`config.mk`:
```
export PLATFORM = sky130hd
export DESIGN_NAME = y86_seq_sequencer
export DESIGN_NICKNAME = d
export VERILOG_FILES = /design/src/rtl/y86_pkg.sv /design/src/rtl/y86_seq_sequencer.sv
export SDC_FILE = /design/constraint.sdc
export NUM_CORES = 1
export LEC_CHECK = 0
export CAP_MARGIN = 20
export CELL_PAD_IN_SITES_DETAIL_PLACEMENT = 1
export CELL_PAD_IN_SITES_GLOBAL_PLACEMENT = 1
export CORE_ASPECT_RATIO = 0.8
export CORE_UTILIZATION = 32
export CTS_CLUSTER_DIAMETER = 80
export DETAILED_ROUTE_END_ITERATION = 10
export GPL_ROUTABILITY_DRIVEN = 0
export PLACE_DENSITY_LB_ADDON = 0.15
export SYNTH_ARGS = -nofsm -noshare
export SYNTH_HDL_FRONTEND = slang
export SYNTH_SLANG_ARGS = --single-unit
export TNS_END_PERCENT = 20
```
`constraint.sdc`:
```
create_clock -name clock -period 2.85 [get_ports clock]
set_input_delay 0.57 -clock clock [delete_from_list [all_inputs] [get_ports clock]]
set_output_delay 0.57 -clock clock [all_outputs]
set_load 0.05 [all_outputs]
```
`src/rtl/y86_pkg.sv`:
```
// Shared Y86-64 definitions: status codes, sequencer states, stage-enable bit indices and icodes.
// The sequencer's PAUSE state exists only when Y86_SINGLE_STEP_EN is defined.
package y86_pkg;

  localparam logic [2:0] STAT_AOK = 3'd1;
  localparam logic [2:0] STAT_HLT = 3'd2;
  localparam logic [2:0] STAT_ADR = 3'd3;
  localparam logic [2:0] STAT_INS = 3'd4;

  typedef enum logic [3:0] {
    StIdle,
    StFetch,
    StDecode,
    StExec,
    StMem,
    StWb,
    StPcupd,
    StStop
`ifdef Y86_SINGLE_STEP_EN
    ,
    StPause
`endif
  } y86_state_e;

  localparam int unsigned StageFetch  = 0;
  localparam int unsigned StageDecode = 1;
  localparam int unsigned StageExec   = 2;
  localparam int unsigned StageMem    = 3;
  localparam int unsigned StageWb     = 4;
  localparam int unsigned StagePcupd  = 5;
  localparam int unsigned NumStages   = 6;

  localparam logic [3:0] I_HALT   = 4'h0;
  localparam logic [3:0] I_NOP    = 4'h1;
  localparam logic [3:0] I_RRMOVQ = 4'h2;
  localparam logic [3:0] I_IRMOVQ = 4'h3;
  localparam logic [3:0] I_RMMOVQ = 4'h4;
  localparam logic [3:0] I_MRMOVQ = 4'h5;
  localparam logic [3:0] I_OPQ    = 4'h6;
  localparam logic [3:0] I_JXX    = 4'h7;
  localparam logic [3:0] I_CALL   = 4'h8;
  localparam logic [3:0] I_RET    = 4'h9;
  localparam logic [3:0] I_PUSHQ  = 4'hA;
  localparam logic [3:0] I_POPQ   = 4'hB;

  function automatic logic is_phase(input y86_state_e st);
    return (st == StFetch) || (st == StDecode) || (st == StExec) ||
           (st == StMem) || (st == StWb) || (st == StPcupd);
  endfunction

endpackage

```
`src/rtl/y86_seq_sequencer.sv`:
```
// Six-phase instruction sequencer for the sequential Y86-64 core; owns PC, status and counters.
// Y86_SINGLE_STEP_EN adds a step input and a PAUSE state entered after every PC update.
module y86_seq_sequencer
  import y86_pkg::*;
#(
  parameter logic [63:0] RESET_PC = 64'd0
) (
  input  logic        clock,
  input  logic        reset,
  input  logic        start,
  input  logic        hold,
`ifdef Y86_SINGLE_STEP_EN
  input  logic        step,
`endif
  input  logic        halt,
  input  logic        imem_error,
  input  logic        instr_err,
  input  logic        dmem_error,
  input  logic [63:0] pc_new,
  output logic [63:0] pc_val,
  output logic [5:0]  stage_en,
  output logic [2:0]  stat,
  output logic        running,
  output logic [31:0] retired,
  output logic [31:0] cycles
);

  y86_state_e  state_q, state_d;
  logic [2:0]  stat_q, stat_d;
  logic [63:0] pc_q;
  logic [31:0] retired_q;
  logic [31:0] cycles_q;

  always_ff @(posedge clock) begin
    if (reset) begin
      state_q <= StIdle;
    end else begin
      state_q <= state_d;
    end
  end

  // hold gates every transition and every error sample, so it wraps the whole decode.
  always_comb begin
    state_d = state_q;
    stat_d  = stat_q;
    if (!hold) begin
      unique case (state_q)
        StIdle: begin
          if (start) state_d = StFetch;
        end
        StFetch: begin
          if (imem_error) begin
            stat_d  = STAT_ADR;
            state_d = StStop;
          end else if (instr_err) begin
            stat_d  = STAT_INS;
            state_d = StStop;
          end else if (halt) begin
            stat_d  = STAT_HLT;
            state_d = StStop;
          end else begin
            state_d = StDecode;
          end
        end
        StDecode: state_d = StExec;
        StExec:   state_d = StMem;
        StMem: begin
          if (dmem_error) begin
            stat_d  = STAT_ADR;
            state_d = StStop;
          end else begin
            state_d = StWb;
          end
        end
        StWb: state_d = StPcupd;
`ifdef Y86_SINGLE_STEP_EN
        StPcupd: state_d = StPause;
        StPause: begin
          if (step) state_d = StFetch;
        end
`else
        StPcupd: state_d = StFetch;
`endif
        StStop:  state_d = StStop;
        default: state_d = StIdle;
      endcase
    end
  end

  always_ff @(posedge clock) begin
    if (reset) begin
      stat_q    <= STAT_AOK;
      pc_q      <= RESET_PC;
      retired_q <= '0;
      cycles_q  <= '0;
    end else begin
      stat_q <= stat_d;
      if (!hold && state_q == StPcupd) begin
        pc_q      <= pc_new;
        retired_q <= retired_q + 32'd1;
      end
      if (!hold && is_phase(state_q)) begin
        cycles_q <= cycles_q + 32'd1;
      end
    end
  end

  always_comb begin
    stage_en = '0;
    unique case (state_q)
      StFetch:  stage_en[StageFetch]  = 1'b1;
      StDecode: stage_en[StageDecode] = 1'b1;
      StExec:   stage_en[StageExec]   = 1'b1;
      StMem:    stage_en[StageMem]    = 1'b1;
      StWb:     stage_en[StageWb]     = 1'b1;
      StPcupd:  stage_en[StagePcupd]  = 1'b1;
      default:  stage_en = '0;
    endcase
    running = is_phase(state_q);
  end

  assign pc_val  = pc_q;
  assign stat    = stat_q;
  assign retired = retired_q;
  assign cycles  = cycles_q;

endmodule

```
---- Word-level counts from Yosys, hierarchy flattened ----
Index checks and enable logic that the tools add are counted.
cells by class
  $add $sub $neg .......................... 2
  equality and inequality tests ........... 10
  multiplexer cells ....................... 17
  bitwise logic cells ..................... 1
  reduce and logical (&&, ||, !) cells .... 12
operators by type and width
  operator                                             number
  adder 32 x 1 -> 32 bit, second input constant        2
  case mux 4 bit (8 select lines)                      1
  2-to-1 mux 3 bit                                     7
  equality test 4 x 3 -> 1 bit, second input constant  4
  equality test 4 x 2 -> 1 bit, second input constant  2
  2-to-1 mux 1 bit                                     6
  case mux 3 bit (2 select lines)                      1
  logical OR 1 bit                                     5
  equality test 4 x 1 -> 1 bit, second input constant  1
  logical NOT 4 bit                                    1
  2-to-1 mux 4 bit                                     1
  inequality test 2 bit, second input constant         2
  inequality test 4 bit, second input constant         1
  AND reduction 4 bit                                  1
  logical AND 1 bit                                    2
  2-to-1 mux 2 bit                                     1
  AND reduction 2 bit                                  1
  nonzero test 2 bit                                   1
  logical NOT 1 bit                                    1
  inverter 1 bit                                       1
word-level totals
  flip-flop bits (word level) ............. 135
  input bits .............................. 72
  output and inout port bits .............. 138

---- Longest topological paths before layout ----
  depth after elaboration ................. 7
  depth in mapped cells ................... 8
  depth with buffers taken out ............ 5

---- Worst setup path before layout ----
OpenSTA, ideal clock, no wires.
  kind .................................... register -> register
  start point ............................. reg state_q[0]
  end point ............................... reg stat_q[0] (netlist: stat[0])
  setup time .............................. 120 ps
  arrival time ............................ 2545 ps
  data required time ...................... 2730 ps
  path slack .............................. 185 ps
  cell stages (with the launch flop) ...... 6
  buffers on the path ..................... 1
  path through ............................ dfxtp_1 > clkbuf_1 > nor3b_1 > a22o_1 > nand2_1 > a211o_1
on the way
  longest elaborated chain between the ends .. 3
  elaborated cells on any way between the ends .. 7
  those cells by class .................... 4 x eq/ne; 1 x mux; 2 x reduce/logical
RTL lines
  element                                                                       line                     text
  start: declaration                                                            y86_seq_sequencer.sv:28  y86_state_e state_q, state_d;
  start signal: assignment                                                      y86_seq_sequencer.sv:36  state_q <= StIdle;
  start signal: assignment                                                      y86_seq_sequencer.sv:38  state_q <= state_d;
  equality test 4 x 1 -> 1 bit or equality test 4 x 3 -> 1 bit (tied branches)  y86_seq_sequencer.sv:47  unique case (state_q)
  inequality test 4 bit (no source line), or another cell as far along          --
  AND reduction 4 bit (no source line)                                          --
  end signal: assignment                                                        y86_seq_sequencer.sv:97  stat_q <= stat_d;
  end: declaration                                                              y86_seq_sequencer.sv:29  logic [2:0] stat_q, stat_d;
Several ways; a longest one is shown, not always the timed one.
A chain may end at the register's enable or synchronous reset.

---- Worst setup path after layout ----
  start point ............................. reg state_q[0]
  end point ............................... out stage_en[4]
on the way
  longest elaborated chain between the ends .. 2
RTL lines
  element                       line                      text
  equality test 4 x 3 -> 1 bit  y86_seq_sequencer.sv:110  unique case (state_q)
  2-to-1 mux 1 bit              y86_seq_sequencer.sv:110
  end: declaration              y86_seq_sequencer.sv:21   output logic [5:0] stage_en,
No other way between the ends.

==> run_results.csv <==
group,metric,value,unit
sta,fin_skew,0.00806,ns
clock_network,clk_pin_slew,0.06,ns
sta,clock.fmax,379,MHz
global_routing,overflow,0,
drt,wl_per_cell,17.3,um
worst_setup_path,cp.arrival,2.07,ns
flow_run,maxCapViolCount,0,
sta,worst_pin_slew,0.754,ns
die,dieHeight,121,um
yosys,avgSynthCellArea,8.12,sq um
finish,area_delta_synth_final,51.2,%
power_and_ir_drop,p_switching,1.03,mW
yosys,syn_area,5700,sq um
die,start_util,32.8,%
worst_setup_path,path_depth,3,
drt,drt_pass1_iterations,4,
power_and_ir_drop,p_comb_share,6.7,%
yosys,synthArstFlopShare,0,%
sta,whs,0.455,ns
worst_setup_path,path_buf_inv,2,
finish,antennaDiodeCount,0,
drt,via_count,5965,
clock_network,cts_max_path_buffers,2,
die,die_area,18400,sq um
drt,avgViaCountPerCell,5.27,
sta,relSlewSlack,49.7,%
yosys,synth_edf_count,0,
sta,min_period_over_period,92.6,%
placement,dp_slack,0.0466,ns
power_and_ir_drop,powerDensity,506,nW/um^2
min_path,hp-class,"flip-flop to flip-flop",
clock_network,numClockSinks,134,
clock_network,clkLatencyLatePin,0.42,ns
power_and_ir_drop,pwr-share-seq,43.6,%
finish,layout-drive-gt1-share,6.50,%
sta,finalWorstSetupSlack,0.211,ns
placement,hpwlAfterDp,13500,um
yosys,synth-seq-cells,134,
global_routing,grt_start_max_net_pins,70,
worst_setup_path,r2r_cells,4,
power_and_ir_drop,clkPwrFrac,49.7,%
min_path,min_path_cells,2,
worst_setup_path,path_max_fanout,10,
yosys,synthesis.nets,776,
worst_setup_path,crit_chain,"buf_4 -> and3_1 -> clkdlybuf4s50_1",
drt,first_iter_violations,211,
yosys,yosysUniqueCellTypes,41,
sta,hold_viol,0,
global_routing,grt_pass1_vias,6075,
power_and_ir_drop,switching_share,23.6,%
power_and_ir_drop,p_leak,2.73,nW
yosys,synthFlopType,"dfxtp_1",
worst_setup_path,cp_slowest_stage_delay,0.80,ns
clock_network,cts_tree,"built",
die,coreArea,17400,sq um
global_routing,grt.total_usage,21.6,%
worst_setup_path,required,2.28,ns
clock_network,cts_buffers,17,
sta,drv_slew,0,
yosys,yosys.area.top_type,"dfxtp_1",
global_routing,grt_pass1_wl,31000,um
finish,n_fill_cell,2009,
outcome,status,"finished clean",
power_and_ir_drop,internal_power,3.33,mW
worst_setup_path,cp-start-kind,"flip-flop",
power_and_ir_drop,ir_worst_vdd,0.376,mV
sta,setup_violations,0,
clock_network,h-tree-depth,4,
yosys,synth_top_area_share,47.1,%
sta,rsz0062_at_grt,"no",
yosys,yosys_warnings,0,
finish,post-route-util,49.6,%
clock_network,clock-root-buffer,"clkbuf_16",
yosys,synthCells,702,
drt,drtAntennaViolNets,0,
worst_setup_path,worstSetupPathType,"flip-flop to output pin",
die,io_pins,210,
die,rows,43,
yosys,synthTopCellsByArea,"dfxtp_1 (47%), nand2_1 (10%), a21oi_1 (9.8%)",
worst_setup_path,worst_path_max_delay_cell,"clkdlybuf4s50_1",
yosys,ys_seq_area_share,47.1,%
clock_network,ctsHoldBuffers,0,
drt,drc_errors,0,
worst_setup_path,cpLargestDelayFamily,"buffers and inverters",
placement,port_buffers,209,
global_routing,antenna_found_initial,0,
die,die_w,151,um
worst_setup_path,crit_path_end_kind,"output pin",
sta,finalCriticalPeriod,2.64,ns
drt,routed_wl,19500,um
finish,finalNetCount,968,
==> per-layer routing <==
layer  GRT usage (%)  part of all wire, %
met4            7.94                  1.6
met3            8.98                  8.6
met5               0                    0
met2            34.7                   47
met1            25.5                   43
==> flip-flops by register name, indices dropped and copies added, names as in the netlist <==
register,flops
pc_val,64
cycles,32
retired,32
stat,3
state_q,3
==> what timing repair did <==
item / CTS / global route
hold endpoints to repair: 0 / 0
gates cloned: 0 / 0
setup buffers: 0 / 0
resized for setup: 5 / 2
endpoints found under the setup margin: 6 / 1
==> power groups by stage <==
stage,clock [mW],combinational (mW),sequential (mW)
2_1_floorplan,0,0.105,1.96
3_3_place_gp,0,0.287,1.94
3_5_place_dp,0,0.293,1.94
4_1_cts,2.22,0.292,1.90
5_1_grt,2.29,0.310,1.90
6_report,2.17,0.290,1.90
==> metrics by stage <==
stage	TNS, ns	cell area (sq um)	power, mW	std cells
2_1_floorplan	0	5700	2.07	702
3_3_place_gp	0	8050	2.23	1100
3_5_place_dp	0	8050	2.23	1100
4_1_cts	-0.0987	8610	4.41	1132
5_1_grt	0	8620	4.50	1132
6_report	0	8620	4.36	1132
==> worst paths after layout <==
| path | slack (ns) | to | from |
|---|---|---|---|
| worst max-delay path | 0.21 | stage_en[4] | state_q[0] |
| worst min-delay path | 0.45 | pc_val[17] | pc_val[17] |
| worst max register to register | 0.63 | retired[21] | retired[8] |
| worst min register to register | 0.45 | pc_val[17] | pc_val[17] |
==> cells in the final DEF, fill, tap and decap left out, drive strengths merged, types with 3 or more instances in the layout <==
cell,instances
a21oi,112
and3,7
and4,12
buf,17
clkbuf,18
clkdlybuf4s50,203
clkinv,8
dfxtp,134
dlygate4sd2,5
inv,13
mux2,4
nand2,152
nand3,22
nand4,18
nand4b,3
nor2,24
nor2b,5
nor3,6
nor3b,5
nor4,9
o21ai,15
o31ai,29
o41ai,4
or3,15
or4,31
xnor2,11
xor2,4
==> final cells by class <==
cell class | count | area, sq um | area share (%)
Sequential cell | 134 | 2680 | 31.1
Multi-Input combinational cell | 505 | 2800 | 32.5
Clock buffer | 18 | 439 | 5.10
Inverter | 11 | 41.3 | 0.479
Tap cell | 225 | 282 | 3.27
Timing Repair Buffer | 225 | 2240 | 26.0
Clock inverter | 14 | 133 | 1.54
==> kinds of logic (layout without fill, tap and decap cells) <==
| group | after synthesis | count (layout) | synth area share, % |
|---|---|---|---|
| flops | 134 | 134 | 47.1 |
| fa+ha+maj | 2 | 2 | 0.439 |
| buf+inv | 63 | 268 | 4.48 |
| simple gates | 318 | 318 | 28.5 |
| xor+xnor | 15 | 15 | 2.30 |
| compound gates | 165 | 165 | 16.3 |
| mux | 5 | 5 | 0.966 |
==> synthesized netlist by cell type, types with 7 or more instances <==
library cell	instances
xnor2_1	11
inv_1	11
buf_2	8
or4_1	30
nor2_1	24
and3_1	7
and4_1	12
o21ai_0	15
nor4_1	9
clkbuf_1	42
nand4_1	18
a21oi_1	112
or3_1	15
nand3_1	22
nand2_1	152
dfxtp_1	134
o31ai_1	29
==> tightest hold or removal path, cell delays in order (launching register included) <==
cell and delay [ns]:
dfxtp_1 0.31, nand2_1 0.05, a21oi_1 0.05
Note: power is estimated with default switching activity, not from simulation.
==> variant (config.mk and constraints unchanged) <==
Build with the macro `Y86_SINGLE_STEP_EN` defined.
--- a/src/rtl/y86_pkg.sv
+++ b/src/rtl/y86_pkg.sv
@@ -2,2 +2,4 @@
 // The sequencer's PAUSE state exists only when Y86_SINGLE_STEP_EN is defined.
+`define Y86_SINGLE_STEP_EN
+
 package y86_pkg;
Ports: changed (added step); port bits go from 210 to 211. No check against the original RTL was run, so the function may have changed too.
==> variant against the unedited design <==
Clock skew rose by 0.0014 ns; non-clock buffer count rose by 5; final area is 2.4% higher; power is 4.0% higher; worst setup slack got worse by 0.032 ns; synthesized area rose by 2.7%; sequential share of layout area down 0.52 points; worst hold slack better by 0.0017 ns; routed wire length grew 3.9%; combinational power grew 16%; sequential cell count up 1; critical endpoint unchanged; largest cell class unchanged.
==> variant: results (changes against the unedited design) <==
** Power
- Clock network fraction of design power :: 50.4% (was 49.7%)
- The worst IR drop on VDD came to 350 uV (was 376 uV).
- The internal power came to 3.46 mW (was 3.33 mW).

** GRT
- The wire length of the first global-routing pass was 32100 um (was 31000 um).
- Met1 GRT Util :: 25.9% (was 25.5%)
- Number of global-route vias before repair :: 6287 (was 6075)
- Met3 demand-to-capacity share in global routing :: 7.99% (was 8.98%)

** Critical path
- Arr. time, crit path :: 2.10 ns (was 2.07 ns)
- Worst flop-to-flop path endpoint :: retired[31] (was retired[21])
- The maximum cell stage delay along the critical path came to 0.86 ns (was 0.80 ns).
- The maximum net fanout on the critical path came to 4 (was 10).
- Worst setup path startpoint :: state_q[3] (was state_q[0])
- Worst-case reg-to-reg path depth :: 6 (was 4)
- Setup slack on the worst flop-to-flop path :: 0.52 ns (was 0.63 ns)

** Final layout
- Total Nets Final :: 995 (was 968)
- Fraction of layout instances using a drive strength above 1 :: 8.04% (was 6.50%)

** Clock tree
- The post-cts gate resize count is 0 (was 5).

** Drt
- DRT met1 WL :: 8740 um (was 8330 um)
- The initial detailed-routing violation count was 260 (was 211).
- The sum of met3 wire segment lengths after detailed routing came to 1550 um (was 1690 um).
- WL per Instance :: 17.5 um (was 17.3 um)

** Placed design
- Count of buffers from port buffering :: 210 (was 209)

** Status
- Run status: finished, final reports clean (unchanged).

** Timing
- Setup Skew :: 0.00948 ns (was 0.00806 ns)
- The pin slew with the least headroom to its limit was 0.659 ns (was 0.754 ns).
## variant: kinds of logic (layout without fill, tap and decap cells)
logic type,count (synthesis),in the layout,synth area share [%]
AND/OR/NAND/NOR,344,344,29.8
flip-flops,135,135,46.2
multiplexers,12,12,2.29
AO/OA/AOI/OAI,156,156,15.0
XOR/XNOR,15,15,2.24
buffers and inverters,61,269,4.06
adder cells (fa/ha/maj),2,2,0.427
## variant: layout make-up
class                   instances  area [sq um]  area share (%)
clock inverters                14           173            1.96
clock buffers                  18           439            4.98
multi-input cells             529          2920            33.1
well taps                     225           282            3.19
inverters                       7          26.3           0.298
flip-flops and latches        135          2700            30.6
repair buffers                230          2280            25.9
## variant: per-stage QoR
step                      worst slack (ns)  hold WS (ns)  cells  total power [mW]
after global routing                0.0790         0.478   1158              4.70
final                                0.179         0.457   1158              4.53
after CTS                            0.169         0.458   1158              4.58
after detailed placement             0.183         0.450   1126              2.29
after floorplan                      0.388         0.675    725              2.11
after global placement               0.220         0.442   1126              2.28
